File: src/rtl/seg7_pkg.sv
// rtl/seg7_pkg.sv - shared glyph table, blank pattern and scan FSM states for the 7-segment scan decoder
package seg7_pkg;

    localparam logic [6:0] SEG_BLANK = 7'b1111111;

    // Active-low a..g (bit6..bit0); entry i is the glyph for hex digit i.
    localparam logic [6:0] GLYPH [0:15] = '{
        7'b0000001, 7'b1001111, 7'b0010010, 7'b0000110,
        7'b1001100, 7'b0100100, 7'b0100000, 7'b0001111,
        7'b0000000, 7'b0000100, 7'b0001000, 7'b1100000,
        7'b0110001, 7'b1000010, 7'b0110000, 7'b0111000
    };

    typedef enum logic [1:0] {
        ST_IDLE  = 2'd0,
        ST_TRACK = 2'd1,
        ST_HOLD  = 2'd2
    } seg7_state_e;

endpackage

File: src/rtl/seg7_scan_decoder_if.sv
// rtl/seg7_scan_decoder_if.sv - scan inputs and decoded outputs; err_cnt present with SEG7_DEC_ERR_CNT_EN
interface seg7_scan_decoder_if #(
    parameter int NDIG = 4
);
    logic [6:0]        seg;
    logic [NDIG-1:0]   dig_sel;
    logic [4*NDIG-1:0] value;
    logic [NDIG-1:0]   dig_vld;
    logic              upd;
    logic [2:0]        upd_idx;
    logic [3:0]        upd_hex;
    logic              err;
`ifdef SEG7_DEC_ERR_CNT_EN
    logic [7:0]        err_cnt;

    modport master (output seg, dig_sel,
                    input  value, dig_vld, upd, upd_idx, upd_hex, err, err_cnt);
    modport slave  (input  seg, dig_sel,
                    output value, dig_vld, upd, upd_idx, upd_hex, err, err_cnt);
`else
    modport master (output seg, dig_sel,
                    input  value, dig_vld, upd, upd_idx, upd_hex, err);
    modport slave  (input  seg, dig_sel,
                    output value, dig_vld, upd, upd_idx, upd_hex, err);
`endif
endinterface

File: src/rtl/seg7_glyph_decode.sv
// rtl/seg7_glyph_decode.sv - combinational 7-segment pattern to hex nibble lookup with legality flag
module seg7_glyph_decode
    import seg7_pkg::*;
(
    input  logic [6:0] pat,
    output logic [3:0] hex,
    output logic       legal
);

    always_comb begin
        hex   = 4'd0;
        legal = 1'b0;
        for (int i = 0; i < 16; i++) begin
            if (pat == GLYPH[i]) begin
                hex   = 4'(i);
                legal = 1'b1;
            end
        end
    end

endmodule

File: src/rtl/seg7_scan_decoder.sv
// rtl/seg7_scan_decoder.sv - debounces a multiplexed 7-segment scan into per-digit hex values
// Optional SEG7_DEC_ERR_CNT_EN adds a saturating count of illegal-glyph events.
module seg7_scan_decoder
    import seg7_pkg::*;
#(
    parameter int NDIG       = 4,
    parameter int STABLE_CNT = 3
) (
    input  logic                clk,
    input  logic                rst_n,
    seg7_scan_decoder_if.slave  bus
);

    logic [6:0]        s_seg, p_seg;
    logic [NDIG-1:0]   s_dig;
    logic [2:0]        s_idx, p_idx;
    logic [3:0]        cnt, cnt_nxt;
    seg7_state_e       state, state_nxt;
    logic              sel_ok, same, commit, upd_set, err_set;
    logic [3:0]        dec_hex;
    logic              dec_legal;
    logic [4*NDIG-1:0] value_q;
    logic [NDIG-1:0]   vld_q;
    logic              upd_q, err_q;
    logic [2:0]        upd_idx_q;
    logic [3:0]        upd_hex_q;

    always_ff @(posedge clk or negedge rst_n) begin
        if (!rst_n) begin
            s_seg <= SEG_BLANK;
            s_dig <= '1;
        end else begin
            s_seg <= bus.seg;
            s_dig <= bus.dig_sel;
        end
    end

    always_comb begin
        s_idx = 3'd0;
        for (int i = 0; i < NDIG; i++) begin
            if (!s_dig[i]) s_idx = 3'(i);
        end
    end

    assign sel_ok = $onehot(~s_dig);
    assign same   = (s_seg == p_seg) && (s_idx == p_idx);

    seg7_glyph_decode u_dec (
        .pat   (s_seg),
        .hex   (dec_hex),
        .legal (dec_legal)
    );

    always_ff @(posedge clk or negedge rst_n) begin
        if (!rst_n) begin
            state <= ST_IDLE;
            cnt   <= '0;
            p_seg <= SEG_BLANK;
            p_idx <= 3'd0;
        end else begin
            state <= state_nxt;
            cnt   <= cnt_nxt;
            p_seg <= s_seg;
            p_idx <= s_idx;
        end
    end

    // Reaching STABLE_CNT moves straight to HOLD so the commit lands on that edge.
    always_comb begin
        state_nxt = state;
        cnt_nxt   = cnt;
        if (!sel_ok) begin
            state_nxt = ST_IDLE;
            cnt_nxt   = '0;
        end else if (state == ST_HOLD && same) begin
            state_nxt = ST_HOLD;
        end else begin
            cnt_nxt   = (state == ST_TRACK && same) ? cnt + 4'd1 : 4'd1;
            state_nxt = (cnt_nxt == 4'(STABLE_CNT)) ? ST_HOLD : ST_TRACK;
        end
    end

    always_comb begin
        commit  = sel_ok && (state_nxt == ST_HOLD) && !(state == ST_HOLD && same);
        upd_set = commit && dec_legal;
        err_set = commit && !dec_legal;
    end

    always_ff @(posedge clk or negedge rst_n) begin
        if (!rst_n) begin
            value_q   <= '0;
            vld_q     <= '0;
            upd_q     <= 1'b0;
            err_q     <= 1'b0;
            upd_idx_q <= 3'd0;
            upd_hex_q <= 4'd0;
        end else begin
            upd_q <= upd_set;
            err_q <= err_set;
            if (upd_set) begin
                upd_idx_q <= s_idx;
                upd_hex_q <= dec_hex;
                for (int i = 0; i < NDIG; i++) begin
                    if (3'(i) == s_idx) begin
                        value_q[4*i +: 4] <= dec_hex;
                        vld_q[i]          <= 1'b1;
                    end
                end
            end
        end
    end

    assign bus.value   = value_q;
    assign bus.dig_vld = vld_q;
    assign bus.upd     = upd_q;
    assign bus.upd_idx = upd_idx_q;
    assign bus.upd_hex = upd_hex_q;
    assign bus.err     = err_q;

`ifdef SEG7_DEC_ERR_CNT_EN
    logic [7:0] err_cnt_q;

    always_ff @(posedge clk or negedge rst_n) begin
        if (!rst_n) begin
            err_cnt_q <= 8'd0;
        end else if (err_set && err_cnt_q != 8'hFF) begin
            err_cnt_q <= err_cnt_q + 8'd1;
        end
    end

    assign bus.err_cnt = err_cnt_q;
`else
`endif

endmodule
File: src/flat_wrapper.sv
// flat-port wrapper written by rule: the top's interface ports become plain ports
module seg7_scan_decoder_flat import seg7_pkg::*;
#(
    parameter int NDIG       = 4,
    parameter int STABLE_CNT = 3
)
  (clk, rst_n, bus_seg, bus_dig_sel, bus_value, bus_dig_vld, bus_upd, bus_upd_idx, bus_upd_hex, bus_err);
  seg7_scan_decoder_if #(.NDIG(NDIG)) bus_i ();
  input  logic clk;
  input  logic rst_n;
  input wire logic [$bits(bus_i.seg)-1:0] bus_seg;
  input wire logic [$bits(bus_i.dig_sel)-1:0] bus_dig_sel;
  output wire logic [$bits(bus_i.value)-1:0] bus_value;
  output wire logic [$bits(bus_i.dig_vld)-1:0] bus_dig_vld;
  output wire logic [$bits(bus_i.upd)-1:0] bus_upd;
  output wire logic [$bits(bus_i.upd_idx)-1:0] bus_upd_idx;
  output wire logic [$bits(bus_i.upd_hex)-1:0] bus_upd_hex;
  output wire logic [$bits(bus_i.err)-1:0] bus_err;
  assign bus_i.seg = bus_seg;
  assign bus_i.dig_sel = bus_dig_sel;
  assign bus_value = bus_i.value;
  assign bus_dig_vld = bus_i.dig_vld;
  assign bus_upd = bus_i.upd;
  assign bus_upd_idx = bus_i.upd_idx;
  assign bus_upd_hex = bus_i.upd_hex;
  assign bus_err = bus_i.err;
  seg7_scan_decoder #(.NDIG(NDIG), .STABLE_CNT(STABLE_CNT)) u_core (.clk(clk), .rst_n(rst_n), .bus(bus_i));
endmodule
File: config.mk
export PLATFORM = sky130hd
export DESIGN_NAME = seg7_scan_decoder_flat
export DESIGN_NICKNAME = d
export VERILOG_FILES = /design/src/rtl/seg7_pkg.sv /design/src/rtl/seg7_scan_decoder_if.sv /design/src/rtl/seg7_glyph_decode.sv /design/src/rtl/seg7_scan_decoder.sv /design/src/flat_wrapper.sv
export SDC_FILE = /design/constraint.sdc
export NUM_CORES = 1
export LEC_CHECK = 0
export ABC_AREA = 1
export CORE_MARGIN = 2
export CORE_UTILIZATION = 53
export DETAILED_ROUTE_END_ITERATION = 10
export PLACE_DENSITY = 0.84
export REMOVE_ABC_BUFFERS = 1
export SYNTH_ARGS = -nofsm -noshare
export SYNTH_HDL_FRONTEND = slang
export SYNTH_SLANG_ARGS = --single-unit
File: constraint.sdc
create_clock -name clk -period 3.1 [get_ports clk]
set_input_delay 0.62 -clock clk [delete_from_list [all_inputs] [get_ports clk]]
set_output_delay 0.62 -clock clk [all_outputs]
set_load 0.02 [all_outputs]
# Word level (Yosys, flattened, before mapping)

Cells that the tools add are included.

Eq/ne operators: 26
Shift-type cells: 0
$add $sub $neg: 4
Multiplexer cells: 40
Div/mod/pow operators: 0
$lt $le $gt $ge: 0
Bitwise logic cells: 1
Multipliers: 0
Reduce and logical (&&, ||, !) cells: 15

Operator list:

| kind                                                             | number |
|---|---|
| 4-bit 2-to-1 mux                                                 | 17 |
| 7-bit by 6-bit == test with 1-bit output (second input constant) | 5 |
| 7-bit == test (second input constant)                            | 4 |
| 1-bit 2-to-1 mux                                                 | 18 |
| 7-bit by 3-bit == test with 1-bit output (second input constant) | 2 |
| 7-bit by 4-bit == test with 1-bit output (second input constant) | 2 |
| 2-bit 2-to-1 mux                                                 | 5 |
| 2-bit AND reduction                                              | 4 |
| 7-bit by 1-bit == test with 1-bit output (second input constant) | 1 |
| 7-bit by 5-bit == test with 1-bit output (second input constant) | 1 |
| 7-bit == test                                                    | 1 |
| 1-bit logical AND                                                | 7 |
| 7-bit zero test                                                  | 1 |
| 1-bit by 1-bit adder with 2-bit output                           | 2 |
| 4-bit by 1-bit adder with 4-bit output (second input constant)   | 1 |
| 2-bit == test (first input constant)                             | 2 |
| 2-bit == test (second input constant)                            | 2 |
| 4-bit by 2-bit == test with 1-bit output (second input constant) | 1 |
| 4-bit NOT                                                        | 1 |
| 3-bit adder                                                      | 1 |
| 3-bit by 1-bit == test with 1-bit output (second input constant) | 1 |
| 3-bit zero test                                                  | 1 |
| 1-bit by 2-bit == test with 1-bit output (first input constant)  | 1 |
| 2-bit by 1-bit == test with 1-bit output (second input constant) | 1 |
| 3 further kinds                                                  | 4 |

Memory bits (read-only): 0
Flip-flop bits (word level): 54
RAM bits: 0
Word-level logic and storage cells: 104
Output and inout bits: 29
Latch bits: 0
Memories kept: 0

# Longest topological paths before layout

Gate-level depths: netlist (run 1).

Depth in word-level cells: 19
Depth in mapped cells: 14

# Hierarchy

From an unflattened synthesis (run 1), not the netlist that was laid out.

Cells, all modules: 320
Area total of the unflattened synthesis: 2663.8 sq um

Modules (own cells, without submodules):

| module            | sequential area each (sq um) | instances | cells an instance | area an instance (sq um) |
|---|---|---|---|---|
| seg7_scan_decoder | 1373.8                       | 1         | 255               | 2364.8 |
| seg7_glyph_decode | 0.0                          | 1         | 65                | 299.0 |

# Worst setup path before layout (run 1)

No wires, ideal clock.

Kind: reg-to-reg
Start: reg u_core.s_dig[3]
End: reg u_core.upd_idx_q[1], in the netlist u_core.bus.upd_idx[1]
Setup time: 119 ps
Clock period less this slack: 2591 ps
Data required time: 2981 ps
Path slack: 509 ps
Stages on the path, launching flop included: 11
Data arrival time: 2472 ps
Path through: dfstp_2 inv_1 ha_1 ha_1 fa_1 nor3_2 nand3_4 nor2_8 buf_8 nand2_1 o21a_1

Longest elaborated chain between the ends: 13

Ends and longest elaborated chain:

| item                                     | RTL line                 | RTL |
|---|---|---|
| from (decl)                              | seg7_scan_decoder.sv:15  | `logic [NDIG-1:0] s_dig;` |
| from (signal assigned)                   | seg7_scan_decoder.sv:34  | `s_dig <= bus.dig_sel;` |
| 2-bit 2-to-1 mux                         | seg7_scan_decoder.sv:41  | `if (!s_dig[i]) s_idx = 3'(i);` |
| 2-bit == test                            | seg7_scan_decoder.sv:46  | `assign same = (s_seg == p_seg) && (s_idx == p_idx);` |
| 1-bit logical AND                        | seg7_scan_decoder.sv:46  |  |
| 1-bit logical AND                        | seg7_scan_decoder.sv:78  | `cnt_nxt = (state == ST_TRACK && same) ? cnt + 4'd1 : 4'd1;` |
| 4-bit 2-to-1 mux                         | seg7_scan_decoder.sv:78  |  |
| 4-bit by 2-bit == test with 1-bit output | seg7_scan_decoder.sv:79  | `state_nxt = (cnt_nxt == 4'(STABLE_CNT)) ? ST_HOLD : ST_TRACK;` |
| 2-bit 2-to-1 mux                         | seg7_scan_decoder.sv:79  |  |
| 2-bit 2-to-1 mux                         | seg7_scan_decoder.sv:75  | `end else if (state == ST_HOLD && same) begin` |
| 2-bit 2-to-1 mux                         | seg7_scan_decoder.sv:72  | `if (!sel_ok) begin` |
| 2-bit == test                            | seg7_scan_decoder.sv:84  | `commit = sel_ok && (state_nxt == ST_HOLD) && !(state == ST_HOLD && same);` |
| 1-bit logical AND                        | seg7_scan_decoder.sv:84  |  |
| 1-bit logical AND (*)                    | seg7_scan_decoder.sv:84  |  |
| 1-bit logical AND (*)                    | seg7_scan_decoder.sv:85  | `upd_set = commit && dec_legal;` |
| net u_core.upd_set                       | seg7_scan_decoder.sv:19  | `logic sel_ok, same, commit, upd_set, err_set;` |
| to (signal assigned)                     | seg7_scan_decoder.sv:101 | `upd_idx_q <= s_idx;` |
| to (decl)                                | seg7_scan_decoder.sv:25  | `logic [2:0] upd_idx_q;` |

Mark *: on every way through the listed nets, which the timed path passes. The rest lies on a longest branch.
A chain may end at the register's enable or synchronous reset.

# Worst setup path in the final report (run 1)

Start: reg u_core.s_dig[2]
End: reg u_core.value_q[12], in the netlist u_core.bus.value[12]

Longest elaborated chain between the ends: 15

Ends and longest elaborated chain:

| item                                     | RTL line                 | RTL |
|---|---|---|
| 2-bit 2-to-1 mux (2 in series)           | seg7_scan_decoder.sv:41  |  |
| 2-bit == test                            | seg7_scan_decoder.sv:46  |  |
| 1-bit logical AND                        | seg7_scan_decoder.sv:46  |  |
| 1-bit logical AND                        | seg7_scan_decoder.sv:78  |  |
| 4-bit 2-to-1 mux                         | seg7_scan_decoder.sv:78  |  |
| 4-bit by 2-bit == test with 1-bit output | seg7_scan_decoder.sv:79  |  |
| 2-bit 2-to-1 mux                         | seg7_scan_decoder.sv:79  |  |
| 2-bit 2-to-1 mux                         | seg7_scan_decoder.sv:75  |  |
| 2-bit 2-to-1 mux                         | seg7_scan_decoder.sv:72  |  |
| 2-bit == test                            | seg7_scan_decoder.sv:84  |  |
| 1-bit logical AND (2 in series)          | seg7_scan_decoder.sv:84  |  |
| 1-bit logical AND                        | seg7_scan_decoder.sv:85  |  |
| 2-bit AND reduction (no line) (*)        | -                        |  |
| to (signal, indexed assignment)          | seg7_scan_decoder.sv:105 | `value_q[4*i +: 4] <= dec_hex;` |
| to (decl)                                | seg7_scan_decoder.sv:22  | `logic [4*NDIG-1:0] value_q;` |

Every way passes the cells marked *; elsewhere a longest branch is shown, timed or not.

==> results.md, run 1 <==
- Fin crit period: ~2.8 ns
- Wirelength, routed: a little under 5 mm
- Area Overhead vs Synth: 21.14%
- Die span in x: between 70 and 80 um
- Post-DP HPWL: 3.780 mm
- Max-slew violations: 0
- Reg2reg start: u_core.s_dig[2]
- CTS root buf: clkbuf_8
- Post-synthesis async set-or-reset flop share: 100.0%
- GP Congestion: around 0.9
- Hold Slack: ~0.24 ns
- Post-CTS Resized: 0
- Cell Int Power: about 0.00096 W
- Reg-to-reg endpoint: u_core.bus.value[12]
- Final #Nets: about 350
- Largest stage delay on the critical path: between 0.5 and 0.6 ns
- CTS tree: yes
- Remaining antenna violation count after routing: 0
- Clock Pin Slew Worst Setup and Hold Paths: approximately 0.090 ns
- Core Area: around 0.0047 sq mm
- Worst-Skew Late Latency: approximately 0.3 ns
- Die Footprint: roughly 0.0054 sq mm
- Syn Inst Count: between 200 and 300
- Setup ws final: 0.2564 ns
- # rows: 25
- Utilization after layout: about two thirds
- Synth unique cells: 35
- Num CTS Buffers: 5
- Area of the multi-input gates: just over 0.001 sq mm
- Critical path origin: u_core.s_dig[2]
- Switching power: around 0.00032 W
- Final Skew: around 0.009 ns
- Setup violations, final: 0
- Avg Inst Size Synth: roughly 9 sq um
- Drt via density: roughly 5.2
- DR vias: roughly 2,000
- Critical path type: reg2reg
- Post-CTS Setup Inserts: 0
- Setup_tns: 0 ns
- Crit-path leading delay family: simple AND/OR/NAND/NOR gates
- Synth Register Bits: 54
- Number of primary I/O pins: 42
- Largest net degree at the start of global routing: 21
- Max_cap viols: 0
- Initial core utilization: roughly 55%
- CP Data Required Time: around 3.3 ns
- First-pass GRT wire length: about 8.2 mm
- Status: finished clean
- Synth warnings: 0
- Post-CTS Hold Fix Bufs: 0
- CP Capture Type: flip-flop
- Mapped cell area: between 0.002 and 0.003 sq mm
- Register share of total power: 58.8%
- Die H: around 74 um
- Worst-case reg-to-reg path depth: 10
- Worst hold path class: in2async
- Pre-Repair DR Iteration Count: 4
- Total global routing overflow: 0
- Initial antenna violation count: 0
- Comb power frac: around 10%
- Cell Chain, Critical Path: inv_1 -> ha_1 -> ha_1 -> fa_1 -> nor3_2 -> nand3_4 -> nor2_8 -> nand3_2 -> nand2_1 -> nand2_1
- Register area: between 0.001 and 0.0015 sq mm
- Layout cells sized above 1: between 10% and 20%
- Dpl cell area: between 0.003 and 0.004 sq mm
- Critical path's slowest cell: dfstp_2
- Hold violation count in the final report: 0
- Peak supply drop: ~0.31 mV
- Pre-CTS WS: 0.2613 ns
- Post-route cell area: slightly above 0.003 sq mm
- Diode count: 0
- Vias in the first global route: ~1,800
- Clk buf depth: 2
- Post-synth EDFFs: 0
- Clock power frac: 30.9%
- Power density over cell area: a little over 400 mW/mm^2
- Critical path data arrival time: ~3.0 ns
- Critical Path Fanout Max: 14
- Seq/Total Area, Yosys: between 50% and 60%
- Leakage power: approximately 1.6 nW
- Buf/Inv on CP: 1
- Startpoint types: flip-flop
- Num Clock Sinks: 54
- Register-to-Register Setup Slack: approximately 0.26 ns
- DRC violations left: 0
- Max H-tree Level: 2
- Tot GR Track Use: about 20%
- Fillers: 369
- FMAX: 351.7 MHz
- RSZ-0062 raised after global routing: no
- Fin crit share: between 90% and 100%
- Sw Share: 24.73%
- WL/cell: around 13 um
- Ys flop type: dfrtp_1
- Port bufs: 40
- Detailed Route Iter0 Violations: about 150
==> worst reg2reg max path, stage by stage (launching register included) <==
cell	delay, ns
dfstp_2	0.56
inv_1	0.06
ha_1	0.29
ha_1	0.22
fa_1	0.46
nor3_2	0.45
nand3_4	0.16
nor2_8	0.22
nand3_2	0.17
nand2_1	0.10
nand2_1	0.06
==> kinds of logic (layout without fill, tap and decap cells) <==
family	Yosys count	count (layout)	share of synthesized area [%]
buffers and inverters	41	88	6.608
other	1	1	0.1456
DFF	54	54	53.35
adders and majority gates	7	7	3.693
and+or+nand+nor	162	162	31.54
AOI/OAI and AO/OA	12	12	2.624
xor gates and xnor gates	6	6	2.041
==> power groups by stage <==
stage | sequential [W] | clock (W) | combinational (W)
2_1_floorplan | 0.000760 | 0 | 0.0000835
5_1_grt | 0.000754 | 0.000428 | 0.000147
3_5_place_dp | 0.000764 | 0 | 0.000133
3_3_place_gp | 0.000762 | 0 | 0.000128
6_report | 0.000751 | 0.000395 | 0.000132
4_1_cts | 0.000751 | 0.000405 | 0.000134
==> placed cells by master, fill, tap and decap left out, types with 2 or more instances in the layout <==
cell,count
o21ai_1,2
nand2_2,3
nand3_2,3
buf_4,3
ha_1,6
clkdlybuf4s50_1,39
nor2_2,4
clkbuf_1,2
or2_2,2
clkbuf_8,6
nor2_4,3
o21a_1,2
nor3_1,4
inv_1,27
xnor2_1,5
nand4_4,2
nor3_2,2
dfrtp_1,36
dfstp_2,18
a21oi_1,6
nand2_1,80
nor2_1,24
nand4_1,10
nand3_1,20
inv_2,10
==> flip-flops by register name (all words and copies together) (netlist names) <==
name	flops
u_core.p_seg	7
u_core.bus.err	1
u_core.s_dig	4
u_core.p_idx	2
u_core.state	2
u_core.bus.upd	1
u_core.bus.dig_vld	4
u_core.bus.upd_hex	4
u_core.s_seg	7
u_core.bus.upd_idx	2
u_core.cnt	4
u_core.bus.value	16
==> worst max path at each step <==
stage	to	slack, ns	cells past startpoint
final	u_core.bus.value[12]	0.26	10
after global routing	u_core.bus.value[12]	0.08	10
after CTS	u_core.bus.value[12]	0.24	10
after detailed placement	u_core.bus.value[12]	0.26	10
after global placement	u_core.bus.value[3]	0.36	10
after floorplan	u_core.bus.value[0]	0.50	10
==> area by class of cell <==
| type | instances | share of cell area, % |
|---|---|---|
| flip-flops and latches | 54 | 44.04 |
| multi-input cells | 188 | 33.05 |
| repair buffers | 43 | 13.40 |
| inverters | 37 | 4.452 |
| clock buffers | 8 | 2.888 |
| well taps | 54 | 2.166 |
==> routing by layer <==
layer	vias up	share of wire, %	GRT usage [%]
met5	-	0	0
met1	952	42	26.16
met4	0	0.97	5.859
li1	980	-	-
met2	47	52	33.23
met3	5	4.9	4.115
==> Yosys cell counts, types with 5 or more instances <==
library cell  number  area share (%)
ha_1               6             2.9
nand3_1           20             3.9
inv_1             27             3.9
dfstp_2           18              18
nand2_1           80              12
nand4_1           10             2.4
nor2_1            24             3.5
a21oi_1            6             1.2
xnor2_1            5             1.7
inv_2             10             1.5
dfrtp_1           36              35
==> stage by stage <==
step / instances / power [W]
global placement: 376 / 0.0008899
global route: 384 / 0.001330
CTS: 384 / 0.001290
detailed placement: 376 / 0.0008968
floorplan: 279 / 0.0008436
finish: 384 / 0.001278
Note: power is estimated with default switching activity, not from simulation.
==> inputs of run 2 (changes only) <==
Settings changed: CAP_MARGIN from default to 10.
==> results of run 2 <==
No change in the layout: final DEF, timing and power equal those of run 1.
